<file path="config.mk">
export PLATFORM = sky130hd
export DESIGN_NAME = pe_array_execution_controller
export DESIGN_NICKNAME = d
export VERILOG_FILES = /design/src/rtl/pe_array_execution_controller.sv
export SDC_FILE = /design/constraint.sdc
export NUM_CORES = 1
export LEC_CHECK = 0
export ABC_CLOCK_PERIOD_IN_PS = 3800
export CORE_MARGIN = 5
export CORE_UTILIZATION = 50
export DETAILED_ROUTE_END_ITERATION = 10
export PLACE_DENSITY = 0.77
export SLEW_MARGIN = 20
export SYNTH_ARGS = -nofsm -noshare
export SYNTH_HDL_FRONTEND = slang
export SYNTH_SLANG_ARGS = --single-unit
</file>
<file path="constraint.sdc">
create_clock -name clock -period 3.8 [get_ports clock]
set_input_delay 0.38 -clock clock [delete_from_list [all_inputs] [get_ports clock]]
set_output_delay 0.38 -clock clock [all_outputs]
set_load 0.02 [all_outputs]
</file>
<file path="src/rtl/pe_array_execution_controller.sv">
// PE array execution controller.
// Drives the broadcast reset/enable/execute controls of a PE array through a
// reset -> arm -> run -> finish sequence. It ends a run either on global
// termination (held for QUIESCENCE_CYCLES) or on an optional cycle timeout.
module pe_array_execution_controller #(
  parameter int NUM_PES           = 4,
  parameter int RESET_CYCLES      = 2,
  parameter int BLANKING_CYCLES   = 2,
  parameter int QUIESCENCE_CYCLES = 4,
  parameter int COUNTER_WIDTH     = 32
) (
  input  logic                     clock,
  input  logic                     reset,
  input  logic                     start,
  input  logic                     abort,
  input  logic [COUNTER_WIDTH-1:0] timeout_limit,
  input  logic [NUM_PES-1:0]       pe_halted,
  input  logic [NUM_PES-1:0]       pe_channels_quiescent,
  input  logic [NUM_PES-1:0]       pe_router_quiescent,
  output logic                     pe_reset,
  output logic                     pe_enable,
  output logic                     pe_execute,
  output logic                     busy,
  output logic                     done,
  output logic                     timed_out,
  output logic [COUNTER_WIDTH-1:0] cycle_count
);

  localparam logic [2:0] S_IDLE      = 3'd0;
  localparam logic [2:0] S_RESET_PES = 3'd1;
  localparam logic [2:0] S_ARM       = 3'd2;
  localparam logic [2:0] S_RUN       = 3'd3;
  localparam logic [2:0] S_FINISH    = 3'd4;

  localparam int RST_CNT_W = $clog2(RESET_CYCLES + 1);
  localparam int QUIES_W   = $clog2(QUIESCENCE_CYCLES + 1);

  localparam logic [RST_CNT_W-1:0]     RST_LAST   = RST_CNT_W'(RESET_CYCLES - 1);
  localparam logic [QUIES_W-1:0]       QUIES_LAST = QUIES_W'(QUIESCENCE_CYCLES - 1);
  localparam logic [COUNTER_WIDTH-1:0] BLANK_LEN  = COUNTER_WIDTH'(BLANKING_CYCLES);
  localparam logic [COUNTER_WIDTH-1:0] CNT_ONE    = COUNTER_WIDTH'(1);
  localparam logic [COUNTER_WIDTH-1:0] CNT_MAX    = {COUNTER_WIDTH{1'b1}};

  logic [2:0]               state_q, state_d;
  logic [RST_CNT_W-1:0]     rst_cnt_q, rst_cnt_d;
  logic [QUIES_W-1:0]       quies_q, quies_d;
  logic [COUNTER_WIDTH-1:0] limit_q, limit_d;
  logic [COUNTER_WIDTH-1:0] cycle_count_q, cycle_count_d;
  logic                     timed_out_q, timed_out_d;
  logic                     pe_reset_q, pe_reset_d;
  logic                     pe_enable_q, pe_enable_d;
  logic                     pe_execute_q, pe_execute_d;
  logic                     busy_q, busy_d;
  logic                     done_q, done_d;

  logic term;
  logic blanking;
  logic quiesced;
  logic timeout_hit;

  // Global termination and RUN-phase qualifiers.
  always_comb begin
    term        = (&pe_halted) & (&pe_channels_quiescent) & (&pe_router_quiescent);
    // cycle_count is cleared on every accepted start, so it doubles as the
    // RUN-cycle index for the blanking window.
    blanking    = (cycle_count_q < BLANK_LEN);
    // This cycle completes the required run of consecutive terminated cycles.
    quiesced    = !blanking && term && (quies_q == QUIES_LAST);
    timeout_hit = (limit_q != '0) && (cycle_count_q == (limit_q - CNT_ONE));
  end

  // Next-state, counter and latch logic; abort overrides everything.
  always_comb begin
    state_d       = state_q;
    rst_cnt_d     = rst_cnt_q;
    quies_d       = quies_q;
    limit_d       = limit_q;
    cycle_count_d = cycle_count_q;
    timed_out_d   = timed_out_q;
    if (abort) begin
      state_d = S_IDLE;
    end else begin
      case (state_q)
        S_IDLE: begin
          if (start) begin
            state_d       = S_RESET_PES;
            rst_cnt_d     = '0;
            limit_d       = timeout_limit;
            timed_out_d   = 1'b0;
            cycle_count_d = '0;
          end
        end
        S_RESET_PES: begin
          if (rst_cnt_q == RST_LAST) begin
            state_d = S_ARM;
          end else begin
            rst_cnt_d = rst_cnt_q + 1'b1;
          end
        end
        S_ARM: begin
          state_d = S_RUN;
          quies_d = '0;
        end
        S_RUN: begin
          if (cycle_count_q != CNT_MAX) begin
            cycle_count_d = cycle_count_q + CNT_ONE;
          end
          if (blanking || !term) begin
            quies_d = '0;
          end else begin
            quies_d = quies_q + 1'b1;
          end
          // Termination takes precedence over a coincident timeout.
          if (quiesced) begin
            state_d     = S_FINISH;
            timed_out_d = 1'b0;
          end else if (timeout_hit) begin
            state_d     = S_FINISH;
            timed_out_d = 1'b1;
          end
        end
        S_FINISH: begin
          state_d = S_IDLE;
        end
        default: begin
          state_d = S_IDLE;
        end
      endcase
    end
  end

  // Outputs are registered and derived from the state being entered, so they
  // line up with that state in the following cycle.
  always_comb begin
    pe_reset_d   = (state_d == S_RESET_PES);
    pe_execute_d = (state_d == S_RUN);
    busy_d       = (state_d != S_IDLE);
    done_d       = (state_d == S_FINISH);
    if (abort) begin
      pe_enable_d = 1'b0;
    end else if (state_d == S_IDLE) begin
      // Enable stays up after FINISH so the host can still read PE state.
      pe_enable_d = pe_enable_q;
    end else begin
      pe_enable_d = (state_d != S_RESET_PES);
    end
  end

  // Control and status registers with synchronous reset.
  always_ff @(posedge clock) begin
    if (reset) begin
      state_q       <= S_IDLE;
      rst_cnt_q     <= '0;
      quies_q       <= '0;
      cycle_count_q <= '0;
      timed_out_q   <= 1'b0;
      pe_reset_q    <= 1'b1;
      pe_enable_q   <= 1'b0;
      pe_execute_q  <= 1'b0;
      busy_q        <= 1'b0;
      done_q        <= 1'b0;
    end else begin
      state_q       <= state_d;
      rst_cnt_q     <= rst_cnt_d;
      quies_q       <= quies_d;
      cycle_count_q <= cycle_count_d;
      timed_out_q   <= timed_out_d;
      pe_reset_q    <= pe_reset_d;
      pe_enable_q   <= pe_enable_d;
      pe_execute_q  <= pe_execute_d;
      busy_q        <= busy_d;
      done_q        <= done_d;
    end
  end

  // Latched timeout limit; only consulted during RUN, after a start has loaded it.
  always_ff @(posedge clock) begin
    limit_q <= limit_d;
  end

  assign pe_reset    = pe_reset_q;
  assign pe_enable   = pe_enable_q;
  assign pe_execute  = pe_execute_q;
  assign busy        = busy_q;
  assign done        = done_q;
  assign timed_out   = timed_out_q;
  assign cycle_count = cycle_count_q;

endmodule

</file>
# Word level (Yosys, flattened, before mapping)
# Index checks and enable logic that the tools add are counted.
[totals] ff_bits=78 in_bits=48 output_inout_bits=38
[op_classes] n_addsub=4 order_cmp=1 eq_ne=15 n_mux=18 bitwise=3 n_reduce_logical=22
[op_table] cell="2-to-1 mux 32 bit" n=2
[op_table] cell="one-hot mux 32 bit (2 select lines)" n=1
[op_table] cell="adder 32 x 1 -> 32 bit (second input constant)" n=1
[op_table] cell="== test 32 bit" n=1
[op_table] cell="less-than comparator 32 x 2 -> 1 bit (second input constant)" n=1
[op_table] cell="inequality test 32 bit (second input constant)" n=1
[op_table] cell="nonzero test 32 bit" n=1
[op_table] cell="subtractor 32 x 1 -> 32 bit (second input constant)" n=1
[op_table] cell="AND reduction 4 bit" n=6
[op_table] cell="2-to-1 mux 3 bit" n=6
[op_table] cell="== test 3 x 2 -> 1 bit (second input constant)" n=4
[op_table] cell="one-hot mux 3 bit (4 select lines)" n=1
[op_table] cell="== test 3 x 1 -> 1 bit (second input constant)" n=2
[op_table] cell="logical NOT 3 bit" n=2
[op_table] cell="inequality test 2 bit (second input constant)" n=3
[op_table] cell="one-hot mux 3 bit (2 select lines)" n=1
[op_table] cell="nonzero test 2 bit" n=3
[op_table] cell="2-to-1 mux 2 bit" n=2
[op_table] cell="one-hot mux 2 bit (2 select lines)" n=1
[op_table] cell="adder 3 x 1 -> 3 bit (second input constant)" n=1
[op_table] cell="== test 3 bit (second input constant)" n=1
[op_table] cell="logical AND 1 bit" n=3
[op_table] cell="2-to-1 mux 1 bit" n=3
[op_table] cell="inequality test 3 x 1 -> 1 bit (second input constant)" n=1
[op_table] cell="12 further kinds" n=14

# Logic depth before layout (Yosys ltp)
[logic_depth] word_depth=9 mapped_depth=13 depth_no_buf=11

# Worst setup path before layout
# OpenSTA, ideal clock, no wires.
[synth_timing] path_kind="flip-flop to flip-flop" from="register limit_q[0]" to="register timed_out_q (netlist: timed_out)" setup_time_ns=0.079 arrival_ns=2.982 path_slack_ns=0.739 path_stages_with_launch=13 path_buffers=1 period_less_slack_ns=3.061 cell_sequence="edfxtp_1 > inv_1 > ha_1 > or4b_1 > buf_2 > nand4b_4 > or4_4 > mux2_4 > a21oi_2 > a21oi_1 > nor4_2 > a21oi_1 > a211oi_2"
[synth_between] elab_chain_cells=5 word_cells_on_any_way=6 cone_classes="1 x add/sub; 2 x eq/ne; 3 x reduce/logical"
[synth_lines] item="start, declared" line="47" source="logic [COUNTER_WIDTH-1:0] limit_q, limit_d;"
[synth_lines] item="start signal, assigned" line="178" source="limit_q <= limit_d;"
[synth_lines] item="subtractor 32 x 1 -> 32 bit" line="69" source="timeout_hit = (limit_q != '0) && (cycle_count_q == (limit_q - CNT_ONE));"
[synth_lines] item="== test 32 bit" line="69"
[synth_lines] item="logical AND 1 bit (*)" line="69"
[synth_lines] item="inequality test 3 bit (no source line) (*)"
[synth_lines] item="AND reduction 4 bit (no source line) (*)"
[synth_lines] item="end signal, assigned" line="167" source="timed_out_q <= timed_out_d;"
[synth_lines] item="end, declared" line="49" source="logic timed_out_q, timed_out_d;"
# Mark *: on every way between the ends. The rest lies on a longest branch, timed or not.
# A chain may end at the register's enable or synchronous reset.

# Final worst setup path
[layout_timing] from="register limit_q[0]" to="register pe_execute_q (netlist: pe_execute)"
[layout_between] elab_chain_cells=8 word_cells_on_any_way=9 cone_classes="1 x add/sub; 2 x eq/ne; 4 x mux; 2 x reduce/logical"
[layout_lines] item="subtractor 32 x 1 -> 32 bit" line="69"
[layout_lines] item="== test 32 bit" line="69"
[layout_lines] item="logical AND 1 bit (*)" line="69"
[layout_lines] item="2-to-1 mux 3 bit (*)" line="117" source="end else if (timeout_hit) begin"
[layout_lines] item="2-to-1 mux 3 bit (*)" line="114" source="if (quiesced) begin"
[layout_lines] item="one-hot mux 3 bit (4 select lines) (*)" line="83" source="case (state_q)"
[layout_lines] item="2-to-1 mux 3 bit (*)" line="80" source="if (abort) begin"
[layout_lines] item="== test 3 x 2 -> 1 bit (*)" line="136" source="pe_execute_d = (state_d == S_RUN);"
[layout_lines] item="end signal, assigned" line="170" source="pe_execute_q <= pe_execute_d;"
[layout_lines] item="end, declared" line="52" source="logic pe_execute_q, pe_execute_d;"
# Marks and branches as above.

==> results.md <==
* Worst-path cell chain: inv_1 > ha_1 > or4b_1 > nand4b_4 > or4_4 > mux2_4 > a21oi_2 > a21oi_1 > nor4_2 > or2_1 > a21oi_1
* Maximum vdd drop at 177 uV
* Minimum clock period at approximately 3500 ps
* Power per cell area at 308 nW/um2
* Placer Congestion at 0.885
* Synth cell count leaders: 65 x nor2_1, 46 x dfxtp_1, 38 x xor2_1
* Maxcap violations at 0
* Largest net degree at the start of global routing at 33
* Core footprint at 8760 um2
* Avg WL per Cell at 17.3 um
* Largest fanout on the critical path at 12
* RR Startpoint: limit_q[0]
* Synth async-reset ratio at 0%
* Setup slack at placement at 422 ps
* Via/cell ratio at 6.00
* Mapped cell area at 4540 um2
* CTS sink cnt at 78
* Seq cells post-synth at 78
* Number of flops mapped to enable cells by yosys at 32
* Max Slew Vio Count at 0
* Clock transition at path regs at around 90 ps
* Top-count cell post-synth: nor2_1
* CTS root buffer: clkbuf_8
* CTS tree: yes
* Initial antenna violation count at 0
* Final Hold Vio Count at 0
* Xor/xnor cell area share of the yosys netlist at 11.6%
* Cell count after synthesis at approximately 510
* Mapped Nets at 559
* Final wirelength at around 12000 um
* Layout cell share with drive strength beyond 1 at approximately 6.7%
* Synth top area cells: edfxtp_1 21%, dfxtp_1 20%, xor2_1 7.3%
* Die Width at 105 um
* Die ar. at 11100 um2
* Crit-path max cell delay at 570 ps
* Fin Clk Skew at 12.7 ps
* DR vias at 4146
* Worst min path class: reg2reg
* Met3 GRT Util at 5.01%
* Startpoint Class: register
* Post-CTS Hold Fix Bufs at 0
* Complex-gate fraction of the synthesized area at roughly 9%
* Overflow after GRT at 0
* Iter 0 DRT Violations at 274
* Final setup margin at between 300 and 400 ps
* Status: complete, no violations
* Met1 Use GR at 26.1%
* # rows at 34
* Synth Area in Adders at 1.38%
* Global-route wire length before repair at a little under 20000 um
* Worst path required time at 4040 ps
* Largest family of logic cells by synthesized area: simple AND/OR/NAND/NOR gates
* Top-area cell type share of the netlist area at 21.2%
* Number of global-route vias before repair at slightly above 4000
* Setup Viol. Count Final at 0
* Slew at the pin with the worst max-slew slack at 624 ps
* P_leak at ~2.0 nW
* Post-CTS setup buffers at 0
* Unrepaired setup endpoints after global routing: false
* # nets final at 631
* # resized after CTS at 0
* DR DRC count at 0
* WS Path Type: reg2reg
* Area growth syn-to-layout at 25.2%
* Htree depth at 3
* Slowest CP cell: or4_4
* Top cell by count, worst path: a21oi_1
* Global routing's busiest layer: met2
* Final total power at around 1.8 mW
* CTS Buf Count at 9
* Post-Synth Simple-Gate Area at 31.2%
* CTS max path bufs at 2
* Fin crit share at 91.0%
* Kind of end point of the critical path: register
* FF-to-FF setup slack at 340 ps
* Proportion of synthesized area in mux cells at 1.71%
* Number of buffers added on ports at 85
* Syn_area_per_cell at about 9.0 um2
* # IOs at 86
* R2R depth at 11
* Worst EP arrival at 3700 ps
* Diodes inserted at 0
* Distinct cells, synth at 64
* Worst R2R End: pe_execute
* Critical hold path startpoint: quies_q[2]
* ANT nets after route at 0
* Slew margin rel. at about three fifths
* Setup TNS at 0 ps
* Synthesis warning total at 0
* Clock Latency Late Sink at about 350 ps
* First drt pass iteration count at 5
* All-layer global routing usage at 21.3%
* Detail Placement HPWL at 8880 um
* Sequential area share after synthesis at just over 40%
* Die height at 105 um
* Initial Util at 51.8%
* Met2 GRT Util at between 30 and 40%
* Top_reg_cell synth: dfxtp_1
* WHS at about 500 ps
* Hold depth at 2
* Synth area leader: edfxtp_1
* Worst hold path endpoint: quies_q[2]
* Max Clk Rate at about 290 MHz
* # fillers at 729
==> kinds of logic after synthesis <==
group | Yosys count
AOI/OAI and AO/OA | 62
xor gates and xnor gates | 60
adders and majority gates | 5
buffers and inverters | 42
DFF | 78
muxes | 7
and+or+nand+nor | 252
==> layout by cell type, fill, tap and decap left out, drive strengths merged, types with 3 or more instances in the layout <==
cell type | Yosys | routed
and3 | 10 | 10
nand2 | 30 | 30
a21o | 3 | 3
mux2 | 3 | 3
clkdlybuf4s50 | 0 | 85
or4 | 4 | 4
dfxtp | 46 | 46
nor2b | 6 | 6
edfxtp | 32 | 32
nand3b | 6 | 6
or3 | 7 | 7
nor4 | 18 | 18
or4b | 3 | 3
nand4b | 7 | 7
o211ai | 5 | 5
mux2i | 4 | 4
nor3 | 29 | 29
xor2 | 38 | 38
and4 | 5 | 5
o21ai | 15 | 15
a21oi | 15 | 15
a2bb2oi | 3 | 3
clkbuf | 30 | 10
nor2 | 65 | 65
and2 | 6 | 6
nor4b | 5 | 5
ha | 5 | 5
inv | 11 | 13
xnor2 | 22 | 22
nand4 | 15 | 15
a31oi | 4 | 4
nand3 | 27 | 27
buf | 1 | 7
==> worst max path at each step <==
stage / from / end / slack [ps] / depth (start not counted)
floorplan: limit_q[0] / timed_out / 740 / 12
global placement: limit_q[0] / pe_execute / 500 / 11
detailed placement: limit_q[0] / pe_execute / 420 / 11
CTS: limit_q[0] / pe_execute / 370 / 11
global route: limit_q[0] / pe_execute / 150 / 11
finish: limit_q[0] / pe_execute / 340 / 11
==> area by class of cell <==
cell class | count | area [um2] | area share, %
multi-input cells | 386 | 2500 | 44.0
clock inverters | 6 | 92.6 | 1.63
repair buffers | 92 | 903 | 15.9
well taps | 108 | 135 | 2.38
clock buffers | 10 | 128 | 2.25
flip-flops and latches | 78 | 1880 | 33.1
inverters | 11 | 41.3 | 0.727
==> report_power, final <==
group	internal [mW]	leakage (nW)	switching, mW
logic	0.0752	1.17	0.0592
clock network	0.375	0.111	0.325
registers	0.892	0.670	0.0255
total	1.34	1.95	0.409
==> flip-flops by register name (all words and copies together) (netlist names), 2 cells and up <==
name	count
state_q	3
cycle_count	32
quies_q	3
limit_q	32
rst_cnt_q	2
==> critical path, delay by kind of cell (launching register included) <==
family | cells | cell delay, ps
and+or+nand+nor | 5 | 1980
buffers and inverters | 1 | 90
muxes | 1 | 320
AOI/OAI and AO/OA | 3 | 270
DFF | 1 | 460
adders and majority gates | 1 | 210
==> metrics by stage <==
stage / std cells / util, % / instance area [um2]
final: 691 / 64.8 / 5680
after detailed placement: 675 / 62.3 / 5460
after CTS: 691 / 64.8 / 5680
after global placement: 675 / 62.3 / 5460
after floorplan: 506 / - / 4540
after global routing: 691 / 64.8 / 5680
==> layer usage <==
layer | share of wire (%) | vias up | wire length, um
li1 | - | 1987 | -
met1 | 42 | 1976 | 5020
met2 | 50 | 158 | 5930
met3 | 6.1 | 25 | 728
met4 | 2.2 | 0 | 264
met5 | 0 | - | 0
(Power assumes the default switching activity.)
